## config.mk

```make
export PLATFORM = sky130hd
export DESIGN_NAME = store_buffer
export DESIGN_NICKNAME = d
export VERILOG_FILES = /design/src/rtl/store_buffer.sv
export SDC_FILE = /design/constraint.sdc
export NUM_CORES = 1
export LEC_CHECK = 0
export BUFFER_PORTS_ARGS = -buffer_cell sky130_fd_sc_hd__buf_2
export CAP_MARGIN = 20
export CORE_ASPECT_RATIO = 1.2
export CORE_MARGIN = 2
export CORE_UTILIZATION = 39
export DETAILED_ROUTE_END_ITERATION = 16
export PLACE_DENSITY_LB_ADDON = 0.15
export SKIP_CTS_REPAIR_TIMING = 1
export SLEW_MARGIN = 20
export SYNTH_ARGS = -nofsm -noshare
export SYNTH_HDL_FRONTEND = slang
export SYNTH_SLANG_ARGS = --single-unit
```

## constraint.sdc

```tcl
create_clock -name clock -period 5.1 [get_ports clock]
set_clock_uncertainty 0.2 [all_clocks]
set_input_delay 1.02 -clock clock [delete_from_list [all_inputs] [get_ports clock]]
set_output_delay 1.02 -clock clock [all_outputs]
set_load 0.02 [all_outputs]
```

## src/rtl/store_buffer.sv

```systemverilog
// Store buffer between the core and a single-ported data memory: queues stores, drains them
// in order, and arbitrates loads onto the port. Define STB_FORWARD_EN to forward loads from queued stores.
module store_buffer #(
  parameter int unsigned DEPTH  = 4,
  parameter int unsigned ADDR_W = 32,
  parameter int unsigned DATA_W = 32
) (
  input  logic              clock,
  input  logic              reset,
  input  logic              st_valid,
  output logic              st_ready,
  input  logic [ADDR_W-1:0] st_address,
  input  logic [DATA_W-1:0] st_data,
  input  logic              ld_valid,
  output logic              ld_ready,
  input  logic [ADDR_W-1:0] ld_address,
  output logic [DATA_W-1:0] ld_data,
  input  logic              flush,
  output logic              empty,
  output logic              mem_writeEn,
  output logic [ADDR_W-1:0] mem_address,
  output logic [DATA_W-1:0] mem_write_data,
  input  logic [DATA_W-1:0] mem_read_data
);

  localparam int unsigned PTR_W = (DEPTH > 1) ? $clog2(DEPTH) : 1;

  typedef logic [PTR_W-1:0] ptr_t;
  typedef logic [PTR_W:0]   cnt_t;
  typedef enum logic [1:0] {PORT_IDLE, PORT_LOAD, PORT_DRAIN} port_e;

  logic [ADDR_W-1:0] addr_q [DEPTH];
  logic [DATA_W-1:0] data_q [DEPTH];

  ptr_t  head_q, head_d;
  ptr_t  tail_q, tail_d;
  cnt_t  count_q, count_d;
  port_e owner;

  logic full;
  logic push;
  logic pop;
  logic ld_hit;
  logic ld_servable;

  assign full     = (count_q == cnt_t'(DEPTH));
  assign empty    = (count_q == '0);
  assign st_ready = !full && !flush && !reset;
  assign push     = st_valid && st_ready;
  assign pop      = (owner == PORT_DRAIN) && !reset;

`ifdef STB_FORWARD_EN
  logic [DATA_W-1:0] fwd_data;

  // Scan oldest to youngest so the last match left standing is the youngest store.
  always_comb begin
    ld_hit   = 1'b0;
    fwd_data = '0;
    for (int unsigned i = 0; i < DEPTH; i++) begin
      if ((cnt_t'(i) < count_q) && (addr_q[head_q + ptr_t'(i)] == ld_address)) begin
        ld_hit   = 1'b1;
        fwd_data = data_q[head_q + ptr_t'(i)];
      end
    end
  end

  assign ld_servable = !full;
  assign ld_data     = ld_hit ? fwd_data : mem_read_data;
`else
  always_comb begin
    ld_hit = 1'b0;
    for (int unsigned i = 0; i < DEPTH; i++) begin
      if ((cnt_t'(i) < count_q) && (addr_q[head_q + ptr_t'(i)] == ld_address)) begin
        ld_hit = 1'b1;
      end
    end
  end

  // A load that hits a queued store waits until that store has reached memory.
  assign ld_servable = !full && !ld_hit;
  assign ld_data     = mem_read_data;
`endif

  always_comb begin
    if (full) begin
      owner = PORT_DRAIN;
    end else if (ld_valid && ld_servable) begin
      owner = PORT_LOAD;
    end else if (count_q != '0) begin
      owner = PORT_DRAIN;
    end else begin
      owner = PORT_IDLE;
    end
  end

  always_comb begin
    mem_writeEn    = 1'b0;
    mem_address    = ld_address;
    mem_write_data = '0;
    ld_ready       = 1'b0;
    unique case (owner)
      PORT_LOAD: begin
        ld_ready = !reset;
      end
      PORT_DRAIN: begin
        mem_writeEn    = !reset;
        mem_address    = addr_q[head_q];
        mem_write_data = data_q[head_q];
      end
      default: begin
      end
    endcase
  end

  always_comb begin
    head_d  = pop  ? head_q + ptr_t'(1) : head_q;
    tail_d  = push ? tail_q + ptr_t'(1) : tail_q;
    count_d = count_q;
    unique case ({push, pop})
      2'b10:   count_d = count_q + cnt_t'(1);
      2'b01:   count_d = count_q - cnt_t'(1);
      default: count_d = count_q;
    endcase
  end

  always_ff @(posedge clock) begin
    if (reset) begin
      head_q  <= '0;
      tail_q  <= '0;
      count_q <= '0;
    end else begin
      head_q  <= head_d;
      tail_q  <= tail_d;
      count_q <= count_d;
    end
  end

  always_ff @(posedge clock) begin
    if (push) begin
      addr_q[tail_q] <= st_address;
      data_q[tail_q] <= st_data;
    end
  end

endmodule
```

==> impl_metrics.yaml <==
run_status:
  status: "finished with violations"
  violations: "negative setup slack"
worst_setup_path:
  crit_fanout: 10
  end_kind: "output pin"
  startpoint: "head_q[0]"
  r2r_start: "head_q[0]"
  endpoint: "mem_address[6]"
  cp_top_family: "multiplexers"
  regToRegEndpoint: "count_q[2]"
  reg2reg_slack_ns: 0.94
  crit_path_start_kind: "register"
  cp_slowest_cell: "mux4_2"
  critPathKind: "register to output pin"
  cp.depth: 12
  required_ns: 3.88
  cpPeakStageDelay_ns: 0.51
  reg2reg_depth: 17
  worstPathArrival_ns: 3.95
  path_buf_inv: 5
  crit_chain: "buf_16 -> buf_4 -> mux4_2 -> xor2_1 -> nor4_4 -> a41oi_2 -> nand2b_1 -> o21ai_4 -> buf_6 -> buf_12 -> mux2_2 -> buf_2"
synthesis:
  yosysWarnings: 0
  ys_seq_area_share_pct: 51.7
  synth.distinct_cells: 62
  synth_flop_cell: "edfxtp_1"
  async_flop_share_pct: 0
  netlist_instances: 973
  synth_edf_count: 256
  syn_nets: 1116
  ys_ff_latch: 265
  netlist_area_mm2: 0.0152
  syn_avg_cell_area_um2: 15.6
die:
  dieArea_mm2: 0.0406
  start_util_pct: 39.4
  core_area_mm2: 0.0386
  fp.dieW_um: 184
  rows: 79
  chipHeight_um: 220
  io_pins: 233
timing:
  setup_viol_count_final: 34
  slew_headroom_pct: 41.7
  min_period_over_period_pct: 101
  finalHoldViolations: 0
  fmax_mhz: 193
  fin_crit_ns: 5.17
  rsz0062_at_grt: "true"
  tightest_slew_ns: 0.875
  setup_ws_ns: -0.0743
  drv_slew: 0
cts:
  cts_sinks: 265
  clockBufferDepth: 3
  tritoncts: "done"
  cts_inserted_buffers: 27
  clock_latency_ns: 0.55
  cts_root_buf: "clkbuf_16"
  clkTransAtPathRegs_ns: 0.07
  ctsHtreeMaxLevel: 1
detailed_routing:
  drtIter0Drc: 572
  ant_nets: 0
  wl_per_cell_um: 25.4
  routed_via_density: 5.57
  drt_pass1_iterations: 5
  drcViolationCount: 0
  routed-via-count: 9648
  wl_mm: 44.0
power_and_ir_drop:
  p_leak_nw: 6.44
  powerDensity_mw_per_mm2: 489
  ir_drop_v: 0.000390
finish:
  final_design_area_no_fill_mm2: 0.0189
  drive_above_1_share_pct: 47.3
  layout_commonest_cell: "edfxtp_1"
  final_cell_mix: "edfxtp_1 (256), mux4_2 (130), buf_2 (122)"
  num-nets-final: 1325
  area.growth.synth_to_final_pct: 24.3
  final_util_pct: 49.0
grt:
  grt_pass1_wl_mm: 61.3
  grt_antenna_before_repair: 6
  gr-total-overflow: 0
  track_usage_pct: 20.6
  grt_pass1_vias: 9546
  grt_max_degree: 46
placement:
  io_buffers: 168
  hpwlAfterDp_mm: 30.6
  dpl_cell_area_mm2: 0.0167
  gp_congestion: 0.907
hold_path:
  hold_class: "register to register"
flow_run:
  max_cap_viol_count: 0
per-stage QoR:
stage	hold WS [ns]	setup TNS (ns)	power, W	worst slack (ns)	cells
after floorplan	0.306	0	0.00521	0.484	973
after global placement	0.340	0	0.00637	0.231	1622
after detailed placement	0.351	0	0.00637	0.150	1622
after CTS	0.365	-16.41	0.00835	-0.318	1671
after global routing	0.390	-6.00	0.00964	-0.151	1728
final	0.360	-1.34	0.00925	-0.0743	1731
worst min-delay path by stage:
stage          depth (start not counted)        from  slack (ns)    endpoint
2_1_floorplan                          2   tail_q[1]        0.31   tail_q[1]
3_3_place_gp                           2  count_q[1]        0.34  count_q[1]
3_5_place_dp                           2  count_q[1]        0.35  count_q[1]
4_1_cts                                2   tail_q[1]        0.37   tail_q[1]
5_1_grt                                2   tail_q[1]        0.39   tail_q[1]
6_report                               2   tail_q[1]        0.36   tail_q[1]
report_power, final:
| part | switching (W) | internal [W] | total (W) |
|---|---|---|---|
| Sequential | 0.0000682 | 0.00244 | 0.00251 |
| Clock | 0.000842 | 0.00112 | 0.00196 |
| Combinational | 0.00229 | 0.00249 | 0.00478 |
cell type report:
type / count / area, um^2
Multi-Input combinational cell: 578 / 7070
Fill cell: 3441 / 19700
Inverter: 21 / 78.8
Tap cell: 526 / 658
Sequential cell: 265 / 7880
Antenna cell: 3 / 7.51
Timing Repair Buffer: 289 / 2360
Clock buffer: 30 / 687
Clock inverter: 19 / 178
worst register-to-register path: stages, from the launching register on:
cell and delay [ns]:
dfxtp_4 0.50, buf_16 0.18, buf_4 0.15, mux4_2 0.50, xnor2_1 0.33, nand4_1 0.20
nor4b_2 0.33, and4_1 0.25, a211o_2 0.13, o21ai_4 0.07, buf_6 0.14, buf_12 0.15
nor2_1 0.13, buf_4 0.12, ha_1 0.27, o21ai_0 0.17, o21ai_0 0.09, and2_1 0.15
per-layer routing:
| metal | track usage, % | vias up | share of wire (%) |
|---|---|---|---|
| li1 | - | 4274 | - |
| met1 | 25.1 | 4926 | 38 |
| met2 | 35.8 | 323 | 51 |
| met3 | 3.65 | 115 | 5.9 |
| met4 | 9.49 | 10 | 4.9 |
| met5 | 0 | - | 0.14 |
state kept, by name, indices dropped and copies added (netlist names), named ones only:
| name | count |
|---|---|
| addr_q | 128 |
| data_q | 128 |
| count_q | 3 |
| tail_q | 2 |
| head_q | 2 |
Yosys cell counts (all sizes together), types with 19 or more instances:
| library cell | n | area, um^2 |
|---|---|---|
| buf | 77 | 520 |
| clkbuf | 32 | 120 |
| edfxtp | 256 | 7690 |
| inv | 20 | 75.1 |
| mux2 | 42 | 533 |
| mux2i | 71 | 711 |
| mux4 | 130 | 2930 |
| nand2 | 21 | 78.8 |
| nor2 | 19 | 71.3 |
| nor2b | 37 | 231 |
| xnor2 | 99 | 867 |
cells by family (layout without fill, tap and decap cells):
family	count (synthesis)	after routing	share of synthesized area (%)
AO/OA/AOI/OAI	80	80	4.08
multiplexers	243	243	27.4
other	0	3	0
buffers and inverters	130	359	4.73
flip-flops	265	265	51.7
AND/OR/NAND/NOR	131	131	4.73
XOR/XNOR	114	114	6.56
adder cells (fa/ha/maj)	10	10	0.822
No activity file was read; power rests on OpenSTA's default activity.
